===== config.mk =====
export PLATFORM = sky130hd
export DESIGN_NAME = xgmii_encode_64b66b
export DESIGN_NICKNAME = d
export VERILOG_FILES = /design/src/rtl/pcs_pkg.sv /design/src/rtl/xgmii_block_classify.sv /design/src/rtl/xgmii_encode_64b66b.sv
export SDC_FILE = /design/constraint.sdc
export NUM_CORES = 1
export LEC_CHECK = 0
export BUFFER_PORTS_ARGS = -buffer_cell sky130_fd_sc_hd__buf_4
export CORE_ASPECT_RATIO = 0.9
export CORE_MARGIN = 2
export CORE_UTILIZATION = 34
export DETAILED_ROUTE_END_ITERATION = 8
export PLACE_DENSITY_LB_ADDON = 0.05
export SLEW_MARGIN = 20
export SYNTH_ARGS = -nofsm -noshare
export SYNTH_HDL_FRONTEND = slang
export SYNTH_SLANG_ARGS = --single-unit
export TNS_END_PERCENT = 10

===== constraint.sdc =====
create_clock -name i_txc -period 9.3 [get_ports i_txc]
set_clock_uncertainty 0.05 [all_clocks]
set_input_delay 0.93 -clock i_txc [delete_from_list [all_inputs] [get_ports i_txc]]
set_output_delay 0.93 -clock i_txc [all_outputs]
set_load 0.005 [all_outputs]

===== src/rtl/pcs_pkg.sv =====
// Shared 10GBASE-R PCS definitions: XGMII characters, 64b/66b block types and codes, TX state/class enums.
package pcs_pkg;

    localparam int unsigned LANES = 8;

    localparam logic [7:0] XGMII_IDLE  = 8'h07;
    localparam logic [7:0] XGMII_START = 8'hFB;
    localparam logic [7:0] XGMII_TERM  = 8'hFD;
    localparam logic [7:0] XGMII_ERROR = 8'hFE;

    localparam logic [6:0] CODE_IDLE  = 7'h00;
    localparam logic [6:0] CODE_ERROR = 7'h1E;

    localparam logic [7:0] BT_C  = 8'h1E;
    localparam logic [7:0] BT_S0 = 8'h78;
    localparam logic [7:0] BT_S4 = 8'h33;

    localparam logic [63:0] E_BLOCK = 64'h3C78F1E3C78F1E1E;

    localparam logic [1:0] HDR_DATA = 2'b10;
    localparam logic [1:0] HDR_CTRL = 2'b01;

    typedef enum logic [2:0] {TX_INIT, TX_C, TX_D, TX_T, TX_E} tx_state_t;
    typedef enum logic [2:0] {BLK_D, BLK_C, BLK_S0, BLK_S4, BLK_T, BLK_E} blk_class_t;

    // Block type byte for a terminate in lane k
    function automatic logic [7:0] term_type(input logic [2:0] k);
        case (k)
            3'd0: return 8'h87;
            3'd1: return 8'h99;
            3'd2: return 8'hAA;
            3'd3: return 8'hB4;
            3'd4: return 8'hCC;
            3'd5: return 8'hD2;
            3'd6: return 8'hE1;
            3'd7: return 8'hFF;
        endcase
    endfunction

endpackage


===== src/rtl/xgmii_block_classify.sv =====
// Classifies one 8-lane XGMII block into D/C/S0/S4/T/E and reports the terminate lane.
module xgmii_block_classify
    import pcs_pkg::*;
#(
    parameter bit ENABLE_S4 = 1'b1
) (
    input  logic [63:0] blk_data,
    input  logic [7:0]  blk_ctl,
    output blk_class_t  blk_class_c,
    output logic [2:0]  term_lane_c
);

    logic [LANES-1:0] lane_idle;
    logic [LANES-1:0] lane_ci;

    always_comb begin
        for (int i = 0; i < int'(LANES); i++) begin
            lane_idle[i] = (blk_data[8*i +: 8] == XGMII_IDLE);
            lane_ci[i]   = lane_idle[i] || (blk_data[8*i +: 8] == XGMII_ERROR);
        end
    end

    always_comb begin
        blk_class_c = BLK_E;
        term_lane_c = 3'd0;
        if (blk_ctl == 8'h00) begin
            blk_class_c = BLK_D;
        end else if (blk_ctl == 8'hFF && (&lane_ci)) begin
            blk_class_c = BLK_C;
        end else if (blk_ctl == 8'h01 && blk_data[7:0] == XGMII_START) begin
            blk_class_c = BLK_S0;
        end else if (ENABLE_S4 && blk_ctl == 8'h1F && blk_data[39:32] == XGMII_START
                     && (&lane_idle[3:0])) begin
            blk_class_c = BLK_S4;
        end else begin
            // Terminate: ctl mask fixes k, so at most one lane can match
            for (int k = 0; k < int'(LANES); k++) begin
                if (blk_data[8*k +: 8] == XGMII_TERM && blk_ctl == 8'(8'hFF << k)
                    && ((lane_idle & 8'(8'hFF << (k + 1))) == 8'(8'hFF << (k + 1)))) begin
                    blk_class_c = BLK_T;
                    term_lane_c = 3'(k);
                end
            end
        end
    end

endmodule


===== src/rtl/xgmii_encode_64b66b.sv =====
// XGMII to 64b/66b block encoder with the TX state machine; 32- or 64-bit XGMII input.
module xgmii_encode_64b66b
    import pcs_pkg::*;
#(
    parameter int unsigned DATA_WIDTH = 64,
    parameter bit          ENABLE_S4  = 1'b1
) (
    input  logic                    i_txc,
    input  logic                    i_reset,
    input  logic                    i_valid,
    input  logic [DATA_WIDTH-1:0]   i_txd,
    input  logic [DATA_WIDTH/8-1:0] i_txctl,
    output logic                    o_valid,
    output logic [63:0]             o_txd,
    output logic [1:0]              o_header,
    output logic                    o_error
);

    logic        blk_done;
    logic [63:0] blk_data;
    logic [7:0]  blk_ctl;

    // Block assembly: 64-bit passes through, 32-bit pairs lower/upper beats
    if (DATA_WIDTH == 64) begin : g_w64
        assign blk_done = i_valid;
        assign blk_data = i_txd;
        assign blk_ctl  = i_txctl;
    end else if (DATA_WIDTH == 32) begin : g_w32
        logic        phase;
        logic [31:0] lo_txd;
        logic [3:0]  lo_ctl;

        always_ff @(posedge i_txc) begin
            if (i_reset) begin
                phase  <= 1'b0;
                lo_txd <= '0;
                lo_ctl <= '0;
            end else if (i_valid) begin
                phase <= ~phase;
                if (!phase) begin
                    lo_txd <= i_txd;
                    lo_ctl <= i_txctl;
                end
            end
        end

        assign blk_done = i_valid & phase;
        assign blk_data = {i_txd, lo_txd};
        assign blk_ctl  = {i_txctl, lo_ctl};
    end else begin : g_bad
        $error("xgmii_encode_64b66b: DATA_WIDTH must be 32 or 64");
    end

    blk_class_t blk_class;
    logic [2:0] term_lane;

    xgmii_block_classify #(.ENABLE_S4(ENABLE_S4)) u_classify (
        .blk_data    (blk_data),
        .blk_ctl     (blk_ctl),
        .blk_class_c (blk_class),
        .term_lane_c (term_lane)
    );

    logic [63:0] enc_txd;
    logic [1:0]  enc_hdr;

    // Encoding of the current block assuming it is legal in sequence
    always_comb begin
        enc_txd = E_BLOCK;
        enc_hdr = HDR_CTRL;
        case (blk_class)
            BLK_D: begin
                enc_txd = blk_data;
                enc_hdr = HDR_DATA;
            end
            BLK_C: begin
                enc_txd = {56'd0, BT_C};
                for (int i = 0; i < int'(LANES); i++)
                    enc_txd[8 + 7*i +: 7] = (blk_data[8*i +: 8] == XGMII_ERROR) ? CODE_ERROR : CODE_IDLE;
            end
            BLK_S0: enc_txd = {blk_data[63:8], BT_S0};
            BLK_S4: enc_txd = {blk_data[63:40], 4'd0, {4{CODE_IDLE}}, BT_S4};
            BLK_T: begin
                enc_txd = {56'd0, term_type(term_lane)};
                for (int i = 0; i < 7; i++)
                    if (i < int'(term_lane)) enc_txd[8*(i+1) +: 8] = blk_data[8*i +: 8];
            end
            default: enc_txd = E_BLOCK;
        endcase
    end

    tx_state_t   state, state_nxt;
    logic        valid_nxt, err_nxt;
    logic [63:0] txd_nxt;
    logic [1:0]  hdr_nxt;

    always_ff @(posedge i_txc) begin
        if (i_reset) begin
            state    <= TX_INIT;
            o_valid  <= 1'b0;
            o_txd    <= '0;
            o_header <= 2'b00;
            o_error  <= 1'b0;
        end else begin
            state    <= state_nxt;
            o_valid  <= valid_nxt;
            o_txd    <= txd_nxt;
            o_header <= hdr_nxt;
            o_error  <= err_nxt;
        end
    end

    always_comb begin
        state_nxt = state;
        valid_nxt = 1'b0;
        txd_nxt   = o_txd;
        hdr_nxt   = o_header;
        err_nxt   = 1'b0;
        if (blk_done) begin
            case (state)
                TX_D: state_nxt = (blk_class == BLK_D) ? TX_D :
                                  (blk_class == BLK_T) ? TX_T : TX_E;
                TX_E: state_nxt = (blk_class == BLK_C) ? TX_C :
                                  (blk_class == BLK_D) ? TX_D :
                                  (blk_class == BLK_T) ? TX_T : TX_E;
                default: state_nxt = (blk_class == BLK_C) ? TX_C :
                                     (blk_class == BLK_S0 || blk_class == BLK_S4) ? TX_D : TX_E;
            endcase
            valid_nxt = 1'b1;
            if (state_nxt == TX_E) begin
                txd_nxt = E_BLOCK;
                hdr_nxt = HDR_CTRL;
                err_nxt = 1'b1;
            end else begin
                txd_nxt = enc_txd;
                hdr_nxt = enc_hdr;
            end
        end
    end

endmodule


==> results.py, run 1 <==
metrics = {
    "cells_and_area": {
        "fin_nets": 736,
        "multiInputGateArea_mm2": 0.002720,
        "fin_area_mm2": 0.005754,
        "seqCellArea_mm2": 0.001421,
        "n_antenna_cell": 0,
        "syn_to_final_growth_pct": 33.65,
        "nFillCells": 1260,
        "drive_above_1_share_pct": 29.11,
    },
    "grt": {
        "grt_overflow": 0,
        "antenna_found_initial": 0,
        "grt_first_pass_wirelength_um": 27770,
        "grt_usage_pct": 27.02,
        "grt_max_degree": 54,
        "grt_pass1_vias": 4671,
    },
    "floorplan": {
        "fp.dieW_um": 122.6,
        "die_h_um": 110.8,
        "core_mm2": 0.01222,
        "core.rowCount": 38,
        "io_pins": 143,
        "die_area_mm2": 0.01358,
        "start_util_pct": 35.23,
    },
    "timing": {
        "hold_violations": 0,
        "rsz0062_at_grt": "no",
        "finalCritPeriodShare_pct": 51.80,
        "tightest_slew_ns": 0.9326,
        "fmax_ghz": 0.2076,
        "maxSlewHeadroom_pct": 37.35,
        "finalMaxSlewViolations": 0,
        "setup_tns_ns": 0,
        "period_needed_ns": 4.817,
        "finalSetupViolCount": 0,
    },
    "setup_path": {
        "cp.arrival_ns": 4.97,
        "cp-start-kind": "input port",
        "timing.rr.end": "o_txd[43]$_SDFFE_PP0P_",
        "crit_type": "input port to register",
        "crit_fanout": 33,
        "crit_path_frequent_cell": "nor3_1",
        "critPathMaxStageDelay_ns": 0.79,
        "path_cells": "buf_4, or3_1, or4_1, nor3_1, or2_2, or2_1, nor3_1, a221oi_1, a211oi_1",
        "r2r_cells": 6,
        "slowest_stage": "or2_1",
        "required_ns": 9.46,
        "reg2reg_from": "state[1]$_SDFFE_PP0P_",
        "end_kind": "register",
        "rrSetupSlack_ns": 6.99,
    },
    "hold_path": {
        "worstHoldStart": "o_txd[36]$_SDFFE_PP0P_",
        "worstHoldPathType": "register to register",
        "hold_depth": 2,
        "whs_endpoint": "o_txd[36]$_SDFFE_PP0P_",
    },
    "routing": {
        "drc": 0,
        "drt-total-wl_um": 18240,
        "vias": 4892,
        "wire_per_inst_um": 22.16,
        "drt-initial-drc-count": 433,
        "dr.pass1.iters": 7,
        "antenna_left": 0,
        "drt-vias-per-instance": 5.944,
    },
    "placement": {
        "dp_hpwl_um": 14220,
        "gp_congestion": 0.9212,
        "port_buffers": 142,
        "place_area_mm2": 0.005433,
    },
    "synth": {
        "synth-async-reset-ratio_pct": 0,
        "yosysWarnings": 0,
        "synth_seq_cells": 71,
        "syn_avg_cell_area_um2": 8.093,
        "seq_area_frac_synth_pct": 33.01,
        "syn_nets": 610,
        "syn_area_mm2": 0.004305,
        "yosysUniqueCellTypes": 64,
        "synth_edf_count": 0,
        "syn-instance-count": 532,
        "ys.flop_type": "dfxtp_1",
    },
    "clock_tree": {
        "cts.root.buffer_cell": "clkbuf_16",
        "htreeDepth": 3,
        "cts_setup_buffers": 0,
        "clk_pin_slew_ns": 0.06,
        "clockBufferDepth": 2,
        "holdBufCountCts": 0,
        "cts_buffers": 9,
        "cts.sinks": 71,
        "insertion_delay_ns": 0.34,
        "cts_resized": 0,
        "cts_tree": "done",
    },
    "power_and_ir_drop": {
        "p_leak_nw": 2.195,
        "powerDensity_mw_per_mm2": 146.8,
        "vdd.ir_drop.worst_uv": 126.1,
    },
    "job": {
        "maxCapViolations": 0,
    },
    "outcome": {
        "status": "complete, no violations",
    },
}
-- layer usage --
layer | vias to the layer above | track usage [%] | wire (um)
met5 | - | 0 | 0
met4 | 0 | 7.433 | 283
met3 | 20 | 6.019 | 1458
met2 | 220 | 37.81 | 7558
met1 | 2337 | 40.93 | 8939
li1 | 2315 | - | -
-- registers in the layout, summed over array words and instances (netlist names) --
name,count
o_txd,64
o_header,2
o_valid,1
o_error,1
state,3
-- worst max path at each step --
stage                          start                     end  cells after the start  slack [ns]
after floorplan           i_txctl[0]  o_txd[10]$_SDFFE_PP0P_                     10        5.58
after global placement    i_txctl[5]  o_txd[40]$_SDFFE_PP0P_                      9        4.12
after detailed placement  i_txctl[5]  o_txd[32]$_SDFFE_PP0P_                      9        3.92
after CTS                 i_txctl[5]  o_txd[32]$_SDFFE_PP0P_                      9        4.30
after global routing      i_txctl[5]  o_txd[39]$_SDFFE_PP0P_                      9        4.29
final                     i_txctl[5]  o_txd[32]$_SDFFE_PP0P_                      9        4.48
-- synth_stat cells (3+ instances only) --
cell | number | area share [%]
a211oi_1 | 17 | 3.0
or3_1 | 3 | 0.44
and3_1 | 5 | 0.73
a21oi_1 | 18 | 2.1
nand2_1 | 57 | 5.0
dfxtp_1 | 71 | 33
a31oi_1 | 16 | 2.3
o21bai_1 | 27 | 4.7
o21ai_1 | 12 | 1.4
clkbuf_1 | 18 | 1.6
or4_1 | 10 | 1.7
nand2b_1 | 7 | 1.0
o21ai_0 | 11 | 1.3
buf_6 | 3 | 0.78
a22oi_1 | 53 | 9.2
a221oi_1 | 4 | 0.81
nor2b_1 | 3 | 0.44
nor3b_1 | 4 | 0.70
o21ai_2 | 10 | 2.0
buf_2 | 5 | 0.58
nor4_1 | 9 | 1.3
inv_1 | 8 | 0.70
nor2_1 | 45 | 3.9
nand4_1 | 17 | 2.5
nand4b_1 | 7 | 1.4
nor4b_1 | 4 | 0.81
nand3_1 | 15 | 1.7
nor3_1 | 21 | 2.4
ha_1 | 3 | 0.87
-- per-stage QoR --
| stage | setup slack (ns) | util [%] | hold slack, ns | cells | power (W) |
|---|---|---|---|---|---|
| floorplan | 5.584 | - | 0.3918 | 532 | 0.0003948 |
| global placement | 4.119 | 44.46 | 0.3877 | 807 | 0.0004809 |
| detailed placement | 3.921 | 44.46 | 0.3922 | 807 | 0.0004800 |
| CTS | 4.299 | 47.05 | 0.4006 | 823 | 0.0008473 |
| global route | 4.291 | 47.09 | 0.4249 | 823 | 0.0008755 |
| finish | 4.483 | 47.09 | 0.3984 | 823 | 0.0008445 |
-- logic make-up (layout without fill, tap and decap cells) --
family	count (synthesis)	count (layout)	synth area share (%)
fa+ha+maj	3	3	0.8719
xor+xnor	3	3	0.6104
simple gates	230	230	29.03
buf+inv	35	166	3.981
flops	71	71	33.01
compound gates	189	189	32.26
mux	1	1	0.2325
-- worst max-delay path: cells and delay by family --
kind / cells / cell delay, ns
AOI/OAI and AO/OA: 2 / 0.48
buffers and inverters: 1 / 0.13
and+or+nand+nor: 6 / 3.41
-- cells in the final DEF, fill, tap and decap left out, types with 5 or more instances in the layout --
| master | n |
|---|---|
| nand2_1 | 57 |
| clkbuf_16 | 9 |
| or4_1 | 10 |
| o21ai_1 | 12 |
| buf_4 | 142 |
| a31oi_1 | 16 |
| nand3_1 | 15 |
| nand2b_1 | 7 |
| and3_1 | 5 |
| a21oi_1 | 18 |
| nor2_1 | 44 |
| nand4b_1 | 7 |
| o21ai_2 | 10 |
| o21ai_0 | 11 |
| dfxtp_1 | 71 |
| a211oi_1 | 17 |
| o21bai_1 | 27 |
| nor4_1 | 9 |
| a22oi_1 | 53 |
| nor3_1 | 21 |
| inv_1 | 8 |
| nand4_1 | 17 |
-- power by group --
part	internal [W]	total (W)	switching, W
combinational	0.0000647	0.000144	0.0000798
sequential	0.000322	0.000331	0.00000973
clock	0.000225	0.000369	0.000144
total	0.000611	0.000845	0.000233
-- area by class of cell --
class / count / share of cell area (%)
sequential: 71 / 24.70
inverter: 8 / 0.5219
multi-input combinational: 426 / 47.27
clock buffer: 11 / 4.392
timing repair buffer: 142 / 18.53
tap: 160 / 3.479
clock inverter: 5 / 1.109
Power figures use the tool's default switching activity.
==> inputs of run 2 (changes only) <==
- ABC_AREA: not set -> 1
- clock period: 9.3 -> 4.7 ns (I/O delays scaled with it)
==> run 2 against run 1 <==
  * Global-route usage fell by 1.3 points
  * Clock power rose by 67%
  * Core utilization down 3.0 points
  * Largest cell class unchanged
  * Largest power group is now sequential cells
==> results.py, run 2 <==
metrics = {
    "floorplan": {
        "io_pins": 143,
        "die_area_mm2": 0.01667,
        "fp.dieW_um": 135.9,
        "core.rowCount": 43,
        "die_h_um": 122.7,
        "core_mm2": 0.01539,
        "start_util_pct": 34.59,
    },
    "clock_tree": {
        "cts_tree": "done",
        "holdBufCountCts": 0,
        "htreeDepth": 3,
        "cts_buffers": 9,
        "cts_setup_buffers": 0,
        "cts.sinks": 71,
        "cts.root.buffer_cell": "clkbuf_16",
        "cts_resized": 0,
        "clockBufferDepth": 2,
        "clk_pin_slew_ns": 0.06,
        "insertion_delay_ns": 0.33,
    },
    "timing": {
        "finalSetupViolCount": 0,
        "period_needed_ns": 3.218,
        "finalCritPeriodShare_pct": 68.48,
        "rsz0062_at_grt": "no",
        "fmax_ghz": 0.3107,
        "finalMaxSlewViolations": 0,
        "setup_tns_ns": 0,
        "hold_violations": 0,
        "tightest_slew_ns": 0.8868,
        "maxSlewHeadroom_pct": 40.71,
    },
    "cells_and_area": {
        "final_cell_mix": "nand2_1 (274), nor2_1 (154), buf_4 (144)",
        "nFillCells": 1743,
        "final_common_cell": "nand2_1",
        "max_flop_register": "o_txd",
        "fin_nets": 1116,
        "reg_top3": "o_txd (64), state (3), o_header (2)",
        "largest_reg_flops": 64,
        "drive_above_1_share_pct": 22.82,
        "syn_to_final_growth_pct": 27.50,
        "n_antenna_cell": 0,
    },
    "setup_path": {
        "crit_type": "input port to register",
        "crit_fanout": 14,
        "path_cells": "buf_4, nor2_1, nand2_2, inv_2, nand4_1, nand2_1, nor2_1, ha_1, inv_1, nand3_1, o21ai_0, nand3_1, nand2_1",
        "cp.arrival_ns": 3.44,
        "critPathMaxStageDelay_ns": 0.49,
        "cp-start-kind": "input port",
        "required_ns": 4.92,
        "end_kind": "register",
        "slowest_stage": "o21ai_0",
    },
    "synth": {
        "synth_seq_cells": 71,
        "yosysUniqueCellTypes": 41,
        "seq_area_frac_synth_pct": 26.70,
        "synth_edf_count": 0,
        "ys.flop_type": "dfxtp_1",
        "yosysWarnings": 0,
        "synth_area_leader_cell": "dfxtp_1",
        "synth.most_common_cell": "nand2_1",
        "synthTopCellsByCount": "nand2_1 (274), nor2_1 (155), nand3_1 (100)",
        "syn_avg_cell_area_um2": 5.836,
        "synth.area.top_cells": "dfxtp_1 (27%), nand2_1 (19%), nor2_1 (11%)",
        "syn_area_mm2": 0.005323,
        "synth_top_area_share_pct": 26.70,
        "syn-instance-count": 912,
        "syn_nets": 990,
        "synth-async-reset-ratio_pct": 0,
    },
    "power_and_ir_drop": {
        "powerDensity_mw_per_mm2": 227.4,
        "vdd.ir_drop.worst_uv": 201.8,
        "p_leak_nw": 3.252,
        "power_w": 0.001543,
    },
    "grt": {
        "grt_max_degree": 56,
        "antenna_found_initial": 0,
        "grt_overflow": 0,
        "grt_pass1_vias": 5519,
        "grt_usage_pct": 25.76,
        "grt_first_pass_wirelength_um": 32350,
    },
    "placement": {
        "gp_congestion": 0.9834,
        "port_buffers": 142,
        "dp_hpwl_um": 17450,
    },
    "routing": {
        "drc": 0,
        "drt-vias-per-instance": 5.051,
        "antenna_left": 0,
        "drt-total-wl_um": 21590,
        "wire_per_inst_um": 17.34,
        "drt-initial-drc-count": 607,
        "dr.pass1.iters": 6,
        "vias": 6289,
    },
    "hold_path": {
        "worstHoldPathType": "register to register",
    },
    "outcome": {
        "status": "complete, no violations",
    },
    "job": {
        "maxCapViolations": 0,
    },
}
==> run 2: cell count changes in the layout (fill, tap and decap cells not counted), moves of 10 or more <==
cell | before | now
inv_1 | 8 | 73
a211oi_1 | 17 | 0
nor2_2 | 0 | 23
inv_2 | 0 | 17
nand2_1 | 57 | 274
or4_1 | 10 | 0
nand3_1 | 15 | 100
a22oi_1 | 53 | 1
o21ai_1 | 12 | 1
nor2_1 | 44 | 154
o21bai_1 | 27 | 0
o21ai_0 | 11 | 58
a31oi_1 | 16 | 0
nor2_4 | 1 | 15
==> run 2: cells by family (layout without fill, tap and decap cells) <==
group | after synthesis | count (layout) | share of synthesized area, %
flip-flops | 71 | 71 | 26.70
AO/OA/AOI/OAI | 88 | 88 | 9.286
buffers and inverters | 120 | 251 | 9.168
AND/OR/NAND/NOR | 630 | 630 | 54.14
adder cells (fa/ha/maj) | 3 | 3 | 0.7053
==> run 2: worst max-delay path: cells and delay by family <==
family / cells / cell delay, ns
fa+ha+maj: 1 / 0.28
compound gates: 1 / 0.49
buf+inv: 3 / 0.53
simple gates: 8 / 1.65
==> run 2: path summary, 6_finish.rpt <==
path                             from  slack (ns)  cells past startpoint                       end
min reg2reg  o_header[0]$_SDFFE_PP0P_        0.40                      2  o_header[0]$_SDFFE_PP0P_
max                        i_txctl[0]        1.48                     13    o_txd[27]$_SDFFE_PP0P_
min          o_header[0]$_SDFFE_PP0P_        0.40                      2  o_header[0]$_SDFFE_PP0P_
max reg2reg     state[1]$_SDFFE_PP0P_        2.38                      8    o_txd[27]$_SDFFE_PP0P_
==> run 2: metrics by stage <==
| step | worst slack [ns] | utilization, % | area [um^2] | hold slack, ns | std cells |
|---|---|---|---|---|---|
| 4_1_cts | 1.645 | 44.10 | 6787 | 0.4040 | 1245 |
| 3_5_place_dp | 1.303 | 42.32 | 6513 | 0.3926 | 1229 |
| 3_3_place_gp | 1.219 | 42.32 | 6513 | 0.3955 | 1229 |
| 6_report | 1.482 | 44.10 | 6787 | 0.3998 | 1245 |
| 2_1_floorplan | 2.432 | - | 5323 | 0.3979 | 912 |
| 5_1_grt | 1.288 | 44.10 | 6787 | 0.4126 | 1245 |
==> run 2: final cells by class <==
class | instances | area (um^2) | share of cell area [%]
clock buffers | 9 | 225.2 | 3.319
clock inverters | 7 | 48.80 | 0.7190
inverters | 91 | 341.6 | 5.033
multi-input cells | 721 | 3416 | 50.33
flip-flops and latches | 71 | 1421 | 20.94
well taps | 202 | 252.7 | 3.724
repair buffers | 144 | 1081 | 15.93
==> run 2: report_power, final <==
| group | internal [W] | total (W) | switching, W |
|---|---|---|---|
| sequential | 0.000630 | 0.000644 | 0.0000146 |
| combinational | 0.000112 | 0.000282 | 0.000170 |
| clock | 0.000357 | 0.000616 | 0.000259 |
| total | 0.00110 | 0.00154 | 0.000444 |
==> run 2: per-layer routing <==
metal	global-route usage, %	vias up	share of wire [%]
met2	38.64	266	44
met4	4.818	0	1.2
met3	4.957	15	7.9
li1	-	3179	-
met5	0	-	0
met1	38.37	2829	47
==> inputs of run 3 (changes only) <==
- clock period: 4.7 -> 3.2 ns (I/O delays scaled with it)
==> run 3 against run 2 <==
  * Clock power grew 64%
  * Sequential power grew 47%
  * Non-clock buffer count grew 8
  * Setup slack lost 0.98 ns
  * Hold slack lost 0.096 ns
  * Register-to-register slack lost 1.1 ns
  * Sequential share of layout area shrank 0.26 points
  * Total power grew 54%
  * Critical path depth grew 2
  * First-iteration DRC count grew 10%
  * Critical endpoint unchanged
==> results.py, run 3 (synthesized netlist as in run 2, its figures left out) <==
metrics = {
    "outcome": {
        "status": "complete, no violations",
    },
    "setup_path": {
        "required_ns": 3.43,
        "end_kind": "register",
        "reg2reg_from": "state[1]$_SDFFE_PP0P_",
        "cp.arrival_ns": 2.93,
        "path_buf_inv": 2,
        "crit_fanout": 11,
        "cp-start-kind": "input port",
        "crit_path_frequent_cell": "nand2_1",
        "path_cells": "buf_4, nor2_1, nand2_1, nor2_4, nand3_2, nor2_2, nand2_1, nand2_1, nor2_1, ha_1, inv_1, nand3_1, o21ai_0, nand3_1, nand2_1",
        "cp_top_family": "simple AND/OR/NAND/NOR gates",
        "critPathMaxStageDelay_ns": 0.49,
        "crit_start": "i_txd[63]",
        "crit_type": "input port to register",
        "slowest_stage": "o21ai_0",
    },
    "cells_and_area": {
        "final_common_cell": "nand2_1",
        "multiInputGateArea_mm2": 0.003416,
        "reg_top3": "o_txd (64), state (3), o_header (2)",
        "nFillCells": 1751,
        "largest_reg_flops": 64,
        "seqCellArea_mm2": 0.001421,
        "n_antenna_cell": 0,
        "final_cell_mix": "nand2_1 (274), nor2_1 (154), buf_4 (152)",
        "fin_area_mm2": 0.006873,
        "max_flop_register": "o_txd",
        "post-route-util_pct": 44.67,
        "drive_above_1_share_pct": 23.41,
        "fin_cells": 1253,
        "syn_to_final_growth_pct": 29.13,
        "fin_nets": 1124,
    },
    "job": {
        "maxCapViolations": 0,
    },
    "timing": {
        "tightest_slew_ns": 0.6395,
        "hold_violations": 0,
        "finalMaxSlewViolations": 0,
        "finalSetupViolCount": 0,
        "fmax_ghz": 0.3706,
        "period_needed_ns": 2.698,
        "maxSlewHeadroom_pct": 57.31,
        "finalCritPeriodShare_pct": 84.32,
        "rsz0062_at_grt": "no",
        "setup_tns_ns": 0,
    },
    "grt": {
        "grt_first_pass_wirelength_um": 32870,
        "grt_overflow": 0,
        "grt_max_degree": 45,
        "grt_pass1_vias": 5634,
        "antenna_found_initial": 0,
        "grt_usage_pct": 26.29,
    },
    "clock_tree": {
        "cts_setup_buffers": 0,
        "cts_buffers": 9,
        "insertion_delay_ns": 0.33,
        "holdBufCountCts": 0,
        "clockBufferDepth": 2,
        "cts_tree": "done",
        "cts_resized": 0,
        "cts.sinks": 71,
        "cts.root.buffer_cell": "clkbuf_16",
        "clk_pin_slew_ns": 0.06,
        "htreeDepth": 3,
    },
    "floorplan": {
        "io_pins": 143,
        "start_util_pct": 34.59,
        "die_h_um": 122.7,
        "fp.dieW_um": 135.9,
        "core.rowCount": 43,
        "core_mm2": 0.01539,
        "die_area_mm2": 0.01667,
    },
    "routing": {
        "wire_per_inst_um": 17.33,
        "dr.pass1.iters": 5,
        "drt-total-wl_um": 21710,
        "drt-vias-per-instance": 5.026,
        "vias": 6297,
        "antenna_left": 0,
        "drt-initial-drc-count": 668,
        "drc": 0,
    },
    "power_and_ir_drop": {
        "p_leak_nw": 3.296,
        "vdd.ir_drop.worst_uv": 269.4,
        "powerDensity_mw_per_mm2": 345.0,
    },
    "placement": {
        "gp_congestion": 1.013,
        "port_buffers": 142,
        "place_area_mm2": 0.006573,
        "dp_hpwl_um": 17660,
        "placedCellCount": 1237,
    },
    "hold_path": {
        "worstHoldPathType": "input port to register",
        "worstHoldStart": "i_txd[19]",
    },
}
## run 3: changes by cell type in the layout (fill, tap and decap cells not counted), sizes merged
cell      change
clkbuf        +2
buf           +8
bufinv        +1
clkinv        -5
clkinvlp      +2
## run 3: area by class of cell
type | instances | share of cell area [%]
inverter | 91 | 4.970
multi-input combinational | 721 | 49.70
tap | 202 | 3.677
sequential | 71 | 20.68
clock inverter | 5 | 0.8374
clock buffer | 11 | 3.532
timing repair buffer | 152 | 16.60
## run 3: worst register-to-register path, delay by kind of cell (launching register included)
kind	cells	cell delay, ns
DFF	1	0.35
and+or+nand+nor	4	0.66
buffers and inverters	4	0.55
AOI/OAI and AO/OA	2	0.22
## run 3: metal layers
layer	GRT usage (%)	up-vias	part of all wire [%]
li1	-	3190	-
met1	39.38	2824	49
met2	38.86	261	43
met3	4.296	22	7.4
met4	6.771	0	1.3
met5	0	-	0
## run 3: where the power goes
part,switching [W],internal (W),total (W)
sequential,0.0000225,0.000925,0.000948
clock,0.000382,0.000623,0.00101
combinational,0.000250,0.000168,0.000419
total,0.000655,0.00172,0.00237
## run 3: worst paths after layout
path | endpoint | slack [ns] | cells after the start
worst max-delay path | o_txd[27]$_SDFFE_PP0P_ | 0.50 | 15
worst min-delay path | o_txd[19]$_SDFFE_PP0P_ | 0.30 | 5
worst max register to register | o_txd[57]$_SDFFE_PP0P_ | 1.24 | 10
worst min register to register | o_txd[43]$_SDFFE_PP0P_ | 0.40 | 2
## run 3: per-stage QoR
stage / power, W / setup WS (ns) / hold slack [ns]
final: 0.002371 / 0.5018 / 0.3037
after global routing: 0.002481 / 0.2394 / 0.3206
after CTS: 0.002391 / 0.5809 / 0.2860
after detailed placement: 0.001382 / 0.2528 / 0.3920
after global placement: 0.001383 / 0.1649 / 0.3928
after floorplan: 0.001147 / 1.082 / 0.3767
